$ cat src/rtl/alu_clock_counter.sv
// Timing-and-arithmetic core of the 8-bit CPU: program counter, micro-step
// counter, run/halt control and the combinational ALU feeding the sum buffer.
module alu_clock_counter #(
    parameter int unsigned DATA_WIDTH = 8,
    parameter int unsigned PC_WIDTH   = 8,
    parameter int unsigned STEP_WIDTH = 4
) (
    input  logic                  clk,
    input  logic                  reset,
    input  logic                  halt,
    input  logic                  pc_inc,
    input  logic                  pc_load,
    input  logic [PC_WIDTH-1:0]   pc_in,
    output logic [PC_WIDTH-1:0]   pc_out,
    input  logic                  step_next,
    output logic [STEP_WIDTH-1:0] step,
    output logic                  running,
    input  logic [DATA_WIDTH-1:0] alu_a,
    input  logic [DATA_WIDTH-1:0] alu_b,
    input  logic                  alu_cin,
    input  logic                  alu_sub,
    output logic [DATA_WIDTH-1:0] alu_sum,
    output logic                  alu_cout,
    output logic                  alu_zero
);

    localparam int unsigned RES_W = DATA_WIDTH + 1;

    logic [PC_WIDTH-1:0]   pc_q,      pc_d;
    logic [STEP_WIDTH-1:0] step_q,    step_d;
    logic                  running_q, running_d;

    // Next state: a halting edge freezes both counters along with dropping running.
    always_comb begin
        pc_d      = pc_q;
        step_d    = step_q;
        running_d = running_q;
        if (running_q) begin
            if (halt) begin
                running_d = 1'b0;
            end else begin
                if (pc_load) begin
                    pc_d = pc_in;
                end else if (pc_inc) begin
                    pc_d = pc_q + PC_WIDTH'(1);
                end
                step_d = step_next ? '0 : step_q + STEP_WIDTH'(1);
            end
        end
    end

    always_ff @(posedge clk) begin
        if (!reset) begin
            pc_q      <= '0;
            step_q    <= '0;
            running_q <= 1'b1;
        end else begin
            pc_q      <= pc_d;
            step_q    <= step_d;
            running_q <= running_d;
        end
    end

    assign pc_out  = pc_q;
    assign step    = step_q;
    assign running = running_q;

    // Subtract is a + ~b + 1, so cout reads as "no borrow" in that mode.
    logic [DATA_WIDTH-1:0] alu_b_op;
    logic                  alu_carry;
    logic [RES_W-1:0]      alu_res;

    always_comb begin
        alu_b_op  = alu_sub ? ~alu_b : alu_b;
        alu_carry = alu_sub ? 1'b1 : alu_cin;
        alu_res   = RES_W'(alu_a) + RES_W'(alu_b_op) + RES_W'(alu_carry);
    end

    assign alu_sum  = alu_res[DATA_WIDTH-1:0];
    assign alu_cout = alu_res[DATA_WIDTH];
    assign alu_zero = (alu_res[DATA_WIDTH-1:0] == '0);

endmodule

$ cat config.mk
export PLATFORM = sky130hd
export DESIGN_NAME = alu_clock_counter
export DESIGN_NICKNAME = d
export VERILOG_FILES = /design/src/rtl/alu_clock_counter.sv
export SDC_FILE = /design/constraint.sdc
export NUM_CORES = 1
export LEC_CHECK = 0
export ABC_AREA = 0
export BUFFER_PORTS_ARGS = -buffer_cell sky130_fd_sc_hd__buf_2
export CELL_PAD_IN_SITES_DETAIL_PLACEMENT = 0
export CELL_PAD_IN_SITES_GLOBAL_PLACEMENT = 1
export CORE_UTILIZATION = 32
export DETAILED_ROUTE_END_ITERATION = 12
export PLACE_DENSITY_LB_ADDON = 0.08
export SETUP_SLACK_MARGIN = 0.05
export SLEW_MARGIN = 20
export SYNTH_ARGS = -nofsm -noshare
export SYNTH_HDL_FRONTEND = slang
export SYNTH_SLANG_ARGS = --single-unit
$ cat constraint.sdc
create_clock -name clk -period 2.7 [get_ports clk]
set_input_delay 0 -clock clk [delete_from_list [all_inputs] [get_ports clk]]
set_output_delay 0 -clock clk [all_outputs]
set_load 0.02 [all_outputs]
==> results.md <==
* Setup tns final at 0 ns
* Worst Hold Class: input port to register
* Status: complete, no violations
* Detailed router's first-iteration violation count at 45
* CTS clk-pin slew, worst paths at 0.08 ns
* # fillers at 384
* Gr usage total at 0.141
* Worst vdd ir at approximately 0.16 mV
* Ys flop type: dfxtp_1
* Root Buffer: clkbuf_4
* Combinational power share at 0.489
* Mapped Area at 1150 µm²
* GRT overflow at 0
* Final worst slack at 0.330 ns
* RSZ-0062 raised after global routing: no
* Max clock buf depth at 2
* Commonest non-fill, non-tap cell in the layout: buf_2
* P per Cell Area at 435 nW/µm²
* Clock skew at 0.00341 ns
* Crit end category: output pin
* Dpl hpwl at ~2200 µm
* Wire length per cell at around 11 µm
* Hold Slack at ~0.015 ns
* Largest net degree at the start of global routing at 17
* Die height at 62.0 µm
* Sink Count at 13
* Total wire length at ~2700 µm
* Worst skew pair latency at between 0.2 and 0.3 ns
* Register area share after synthesis at 0.226
* Pre-CTS setup slack at about 0.33 ns
* Most frequent cells in the layout: buf_2 (54), nor2_1 (14), dfxtp_1 (13)
* Worst Tran Pin Value at around 1 ns
* CORE AREA at 3390 µm²
* NetSw at 0.258 mW
* Synth Warn # at 0
* # setup viols final at 0
* First-pass GRT wire length at 4110 µm
* P_leak at 0.707 nW
* Vias per cell at 4.95
* Async set-reset flop share out of synthesis at 0
* Fin crit share at 0.878
* Starting Density at 0.340
* H-Tree Depth at 1
* #FFs+latches synth at 13
* Startpoint Class: input port
* Via Count at ~1200
* Die Wd at 62.0 µm
* CTS resizes at 0
* Fin. Hold Viols at 0
* Worst slew margin at 0.331
* TritonRoute pass-1 iters at 4
* Sw frac at 0.401
* Num CTS Buffers at 3
* DRC viols at 0
* TritonCTS clock tree: yes
* Row count at 21
* Setup CP Type: input port to output pin
* Vias in the first global route at around 1000
* Syn Inst Count at 145
* Fmax at 0.422 GHz
* Clk pwr share at 0.187
* Post-synth EDFFs at 0
* Hold Buf Count CTS at 0
* Post-synthesis net count at 188
* Max-Cap Viols at 0
* GPL Wtd Cong at around 0.73
* Tmin final at between 2 and 2.5 ns
* Mean Syn Cell Area at slightly below 8 µm²
* Area grow syn2layout at 28.7%
* Top Ports at 55
* Slew Viols, Final at 0
* Die Area at between 3000 and 4000 µm²
* Worst Path Max Fanout at 9
* Critical path arrival at 2.37 ns
* Share of cells above drive strength 1 at 0.340
* Ant diodes at 0
* CP required at 2.70 ns
* Flop pwr share at 0.324
* Final net count at 241
* Internal power at 0.387 mW
* Unique masters post-synth at 39
* Buffers on Ports at 54
* Initial antenna violation count at 0
* Post-route ant nets at 0
* Post-CTS setup buffer count at 0
==> worst max-delay path, cell delays in order <==
cell	delay, ns
buf_2	0.24
xnor2_1	0.13
fa_1	0.43
fa_1	0.41
nand2b_1	0.18
a211oi_1	0.32
o31a_2	0.19
nor3_1	0.07
nor4b_2	0.21
buf_2	0.20
==> worst paths after layout <==
kind / end / cells after the start / slack [ns] / startpoint
max reg2reg: pc_out[7] / 4 / 1.05 / running
min reg2reg: step[3] / 2 / 0.49 / step[3]
min: running / 2 / 0.01 / reset
max: alu_zero / 10 / 0.33 / alu_sub
==> metrics by stage <==
step                      std cells  power (mW)  area [µm²]  utilization
after CTS                       243       0.657        1480        0.437
after global routing            243       0.698        1480        0.437
after detailed placement        239       0.532        1460        0.429
final                           243       0.645        1480        0.437
after floorplan                 145       0.435        1150            -
after global placement          239       0.528        1460        0.429
==> power groups by stage <==
stage / registers [mW] / clock network (mW) / logic, mW
after floorplan: 0.222 / 0 / 0.213
after global placement: 0.213 / 0 / 0.315
after detailed placement: 0.214 / 0 / 0.318
after CTS: 0.209 / 0.128 / 0.320
after global routing: 0.210 / 0.134 / 0.353
final: 0.209 / 0.120 / 0.316
==> logic make-up after synthesis <==
logic type | count (synthesis) | share of synthesized area
XOR/XNOR | 12 | 0.0913
AO/OA/AOI/OAI | 41 | 0.236
adder cells (fa/ha/maj) | 11 | 0.133
AND/OR/NAND/NOR | 51 | 0.247
multiplexers | 2 | 0.0174
flip-flops | 13 | 0.226
buffers and inverters | 15 | 0.0500
==> per-layer routing <==
metal / up-vias / track usage / wire length, µm
met1: 540 / 0.192 / 1330
met2: 35 / 0.233 / 1180
li1: 627 / - / -
met3: 2 / 0.0393 / 152
met4: 0 / 0.00952 / 9
met5: - / 0 / 0
==> synthesized netlist by cell type, types with 2 or more instances <==
library cell   n  area, µm²
nor2_1        14       52.6
dfxtp_1       13        260
a21oi_1       12       60.1
o21ai_0       12       60.1
ha_1           9        113
inv_1          9       33.8
xor2_1         8       70.1
nor3_1         6       30.0
clkbuf_1       5       18.8
nand3_1        5       25.0
and2_1         4       25.0
nand2_1        4       15.0
nand2b_1       4       25.0
o221a_2        4       45.0
xnor2_1        4       35.0
a21boi_0       2       15.0
a31oi_1        2       12.5
and3_1         2       12.5
fa_1           2       40.0
mux2i_1        2       20.0
nor2b_1        2       12.5
nor3b_1        2       15.0
nor4_1         2       12.5
==> state kept, by name, summed over array words and instances (netlist names) <==
| register | cells |
|---|---|
| pc_out | 8 |
| step | 4 |
| running | 1 |
==> area by class of cell <==
cell class | instances | area, µm² | share of cell area
Multi-Input combinational cell | 117 | 833 | 0.563
Timing Repair Buffer | 54 | 270 | 0.182
Sequential cell | 13 | 260 | 0.176
Tap cell | 46 | 57.6 | 0.0389
Inverter | 9 | 33.8 | 0.0228
Clock buffer | 4 | 26.3 | 0.0177
No activity file was read; power rests on OpenSTA's default activity.
